$ cat config.mk
export PLATFORM = sky130hd
export DESIGN_NAME = sync_fifo_fwft
export DESIGN_NICKNAME = d
export VERILOG_FILES = /design/src/rtl/sync_fifo_fwft.sv
export SDC_FILE = /design/constraint.sdc
export NUM_CORES = 1
export LEC_CHECK = 0
export ABC_AREA = 1
export CORE_MARGIN = 8
export CORE_UTILIZATION = 46
export DETAILED_ROUTE_END_ITERATION = 10
export PLACE_DENSITY = 0.74
export SETUP_SLACK_MARGIN = 0.3
export SKIP_LAST_GASP = 1
export SYNTH_ARGS = -nofsm -noshare
export SYNTH_HDL_FRONTEND = slang
export SYNTH_SLANG_ARGS = --single-unit
$ cat constraint.sdc
create_clock -name clk -period 5.57 [get_ports clk]
set_input_delay 1.114 -clock clk [delete_from_list [all_inputs] [get_ports clk]]
set_output_delay 1.114 -clock clk [all_outputs]
set_load 0.005 [all_outputs]
$ cat src/rtl/sync_fifo_fwft.sv
// sync_fifo_fwft: single-clock FIFO with standard or first-word-fall-through read, occupancy count, thresholds and sticky errors
// Ports:
//   clk, rst_n          clock, asynchronous active-low reset
//   clr                 synchronous flush of pointers, count, read data and error flags
//   push, din           write request and data
//   pop                 read request (standard) or consume acknowledge (FWFT)
//   dout, dout_valid    read data and its qualifier
//   full, empty         occupancy extremes
//   almost_full/empty   count >= AF_THRESH / count <= AE_THRESH
//   count               stored words, 0..DEPTH
//   overflow, underflow sticky error flags, cleared by clr or reset
module sync_fifo_fwft #(
    parameter int DATA_WIDTH = 32,
    parameter int DEPTH      = 16,
    parameter int FWFT       = 0,
    parameter int AF_THRESH  = DEPTH - 2,
    parameter int AE_THRESH  = 2
) (
    input  logic                       clk,
    input  logic                       rst_n,
    input  logic                       clr,
    input  logic                       push,
    input  logic [DATA_WIDTH-1:0]      din,
    input  logic                       pop,
    output logic [DATA_WIDTH-1:0]      dout,
    output logic                       dout_valid,
    output logic                       full,
    output logic                       empty,
    output logic                       almost_full,
    output logic                       almost_empty,
    output logic [$clog2(DEPTH):0]     count,
    output logic                       overflow,
    output logic                       underflow
);
    localparam int AW = $clog2(DEPTH);
    localparam int CW = AW + 1;
    logic [DATA_WIDTH-1:0] mem [DEPTH];
    logic [AW-1:0]         wr_ptr, rd_ptr;
    logic [DATA_WIDTH-1:0] dout_r;
    logic                  dv_r;
    logic                  wr_ok, rd_ok;
    assign wr_ok        = push && !full;
    assign rd_ok        = pop && !empty;
    assign empty        = count == '0;
    assign full         = count == CW'(DEPTH);
    assign almost_full  = count >= CW'(AF_THRESH);
    assign almost_empty = count <= CW'(AE_THRESH);
    // In FWFT mode an empty FIFO shows zero rather than a stale entry
    assign dout         = (FWFT != 0) ? (empty ? '0 : mem[rd_ptr]) : dout_r;
    assign dout_valid   = (FWFT != 0) ? !empty : dv_r;
    always_ff @(posedge clk) begin
        if (rst_n && !clr && wr_ok)
            mem[wr_ptr] <= din;
    end
    always_ff @(posedge clk or negedge rst_n) begin
        if (!rst_n) begin
            wr_ptr    <= '0;
            rd_ptr    <= '0;
            count     <= '0;
            dout_r    <= '0;
            dv_r      <= 1'b0;
            overflow  <= 1'b0;
            underflow <= 1'b0;
        end else if (clr) begin
            wr_ptr    <= '0;
            rd_ptr    <= '0;
            count     <= '0;
            dout_r    <= '0;
            dv_r      <= 1'b0;
            overflow  <= 1'b0;
            underflow <= 1'b0;
        end else begin
            if (wr_ok)
                wr_ptr <= wr_ptr + AW'(1);
            if (rd_ok)
                rd_ptr <= rd_ptr + AW'(1);
            count     <= count + CW'(wr_ok) - CW'(rd_ok);
            // Standard mode: data is registered and zero in cycles without a read
            dout_r    <= (FWFT == 0 && rd_ok) ? mem[rd_ptr] : '0;
            dv_r      <= FWFT == 0 && rd_ok;
            overflow  <= overflow || (push && full);
            underflow <= underflow || (pop && empty);
        end
    end
endmodule

==> flow_summary.yaml <==
sta:
  setup_violations: 0
  fin_skew_ns: 0.0187
  finalCritPeriodShare_pct: 64.0
  drv_slew: 0
  rsz0062_at_grt: "no"
  layout_setup_ws_ns: 2.00
  fmax_mhz: 280
  holdWs_ns: 0.521
  setup_tns_ns: 0
  slew_headroom_pct: 25.1
  finalCriticalPeriod_ns: 3.57
  report.final.hold_viol_count: 0
  tightest_slew_ns: 1.12
grt:
  grt.total_usage_pct: 19.6
  grt_max_degree: 111
  grt_pass1_wl_microns: 86000
  antenna_found_initial: 1
  grt_pass1_vias: 14500
  grt_overflow_total: 0
yosys:
  synthArstFlopShare_pct: 8.57
  synth.top_cell.area_share_pct: 66.8
  synth_edf_count: 512
  synth_common_cells: "710 x nand2_1, 512 x edfxtp_1, 305 x nand3_1"
  yosys-top-cells-area: "edfxtp_1 67%, nand2_1 12%, nand3_1 6.6%"
  synth.net_count: 2105
  synth.most_common_cell: "nand2_1"
  ys_warn_count: 0
  synth_ff_type: "edfxtp_1"
  synthCells: 2051
  ys_types: 24
  synthesis.area_sq_mm: 0.0230
  yosysTopAreaCell: "edfxtp_1"
  yosysSeqAreaShare_pct: 72.0
  ys_ff_latch: 560
  synth_area_per_cell_sq_um: 11.2
placed_design:
  hpwl_microns: 33600
  dp_slack_ns: 1.36
  port_buffers: 80
  place_congestion: 0.920
route:
  wl_per_cell_microns: 20.2
  drcViolationCount: 0
  drt_first_iter_violations: 1649
  ant_nets: 0
  via_per_inst: 5.28
  drt-total-wl_microns: 56800
  drt_first_pass_iters: 8
  vias: 14800
floorplan:
  rows: 82
  die_y_microns: 240
  pin_count: 81
  dieArea_sq_mm: 0.0575
  start_util_pct: 46.3
  core-area_sq_mm: 0.0498
  die_w_microns: 240
final_layout:
  area.sequential_sq_mm: 0.0166
  area_growth_syn_to_layout_pct: 12.9
  nets: 2150
  fillCellCount: 4091
  drive_gt1_share_pct: 5.47
  multi_input_area_sq_mm: 0.00516
setup_path:
  critical_path.max_fanout: 32
  worstPathRequired_ns: 5.77
  crit_arrival_ns: 3.76
  end_kind: "flip-flop"
  cp-start-kind: "input port"
  r2r-start: "count[2]$_DFF_PN0_"
  rr_worst_depth: 7
  worst-setup-path-type: "in -> reg"
  r2r-end: "mem[9][18]$_DFFE_PP_"
  r2r_slack_ns: 2.46
worst_hold_path:
  holdCritStartpoint: "overflow$_DFF_PN0_"
  hold_class: "reg -> reg"
  hold_depth: 2
  min_to: "overflow$_DFF_PN0_"
clock_network:
  cts_buffers: 51
  ctsHoldBuffers: 0
  cts.clk_slew.worst_paths_ns: 0.06
  clockRootBuffer: "clkbuf_16"
  clkLatencyLatePin_ns: 0.58
  cts_tree: "done"
  post_cts_buffers: 0
  max-clock-path-buffers: 3
  cts_sinks: 560
  h-tree-depth: 2
  ctsResizeCount: 0
run_status:
  outcome: "completed"
pwr:
  leakage_nw: 10.2
  vdd_drop_max_uv: 273
  p_per_area_mw_per_mm2: 392
job:
  maxCapViolCount: 0
logic make-up after synthesis:
kind of cell,share of synthesized area (%)
simple gates,19.6
flops,72.0
buf+inv,6.14
compound gates,1.25
fa+ha+maj,0.956
xor+xnor,0.0380
layout make-up:
cell class | count | share of cell area [%]
flip-flops and latches | 560 | 63.8
multi-input cells | 1173 | 19.8
clock buffers | 72 | 5.64
repair buffers | 93 | 3.48
well taps | 672 | 3.23
inverters | 217 | 3.15
clock inverters | 23 | 0.885
diodes | 1 | 0.00962
flip-flops by register name (all words and copies together) (netlist names):
| signal | count |
|---|---|
| count | 5 |
| dout | 32 |
| dout_valid | 1 |
| mem | 512 |
| overflow | 1 |
| rd_ptr | 4 |
| underflow | 1 |
| wr_ptr | 4 |
routing by layer:
| layer | part of all wire, % | wire length, microns | vias up | track usage (%) |
|---|---|---|---|---|
| li1 | - | - | 6879 | - |
| met1 | 41 | 23000 | 7142 | 26.9 |
| met2 | 46 | 26200 | 725 | 30.5 |
| met3 | 11 | 6070 | 103 | 5.25 |
| met4 | 2.7 | 1540 | 0 | 5.92 |
| met5 | 0 | 0 | - | 0 |
worst max-delay path by stage:
stage | from | end | cells past startpoint
global placement | clr | mem[9][7]$_DFFE_PP_ | 6
finish | clr | mem[9][18]$_DFFE_PP_ | 6
detailed placement | clr | mem[9][10]$_DFFE_PP_ | 6
floorplan | clr | mem[0][0]$_DFFE_PP_ | 5
global route | clr | mem[9][18]$_DFFE_PP_ | 6
CTS | clr | mem[9][11]$_DFFE_PP_ | 6
worst max-delay path, stage by stage:
cell and delay [ns]:
clkdlybuf4s50_1 0.51, inv_1 0.34, nand2_1 0.11, nor2_1 0.35, nand2_1 0.37, nor2_4 0.94
through the flow:
step	util, %	total power, mW	std cells	cell area [sq um]
detailed placement	48.8	6.71	2715	24300
CTS	52.3	10.2	2810	26000
floorplan	-	6.05	2051	23000
global placement	48.8	6.66	2715	24300
global route	52.3	10.6	2811	26000
finish	52.3	10.2	2811	26000
where the power goes:
| part | switching (mW) | internal (mW) | leakage (nW) | total [mW] |
|---|---|---|---|---|
| logic | 1.26 | 0.585 | 4.15 | 1.84 |
| registers | 0.119 | 4.70 | 5.25 | 4.82 |
| clock network | 1.50 | 2.02 | 0.840 | 3.53 |
| total | 2.88 | 7.30 | 10.2 | 10.2 |
cell usage in the layout, fill, tap and decap left out, types with 9 or more instances in the layout:
cell / count
a21oi_1: 40
buf_4: 12
clkbuf_1: 11
clkbuf_16: 52
clkbuf_8: 9
clkdlybuf4s50_1: 79
clkinv_2: 9
dfrtp_1: 45
edfxtp_1: 512
ha_1: 16
inv_1: 212
nand2_1: 709
nand3_1: 305
nor2_1: 63
nor2_4: 17
o21ai_0: 16
No activity file was read; power rests on OpenSTA's default activity.
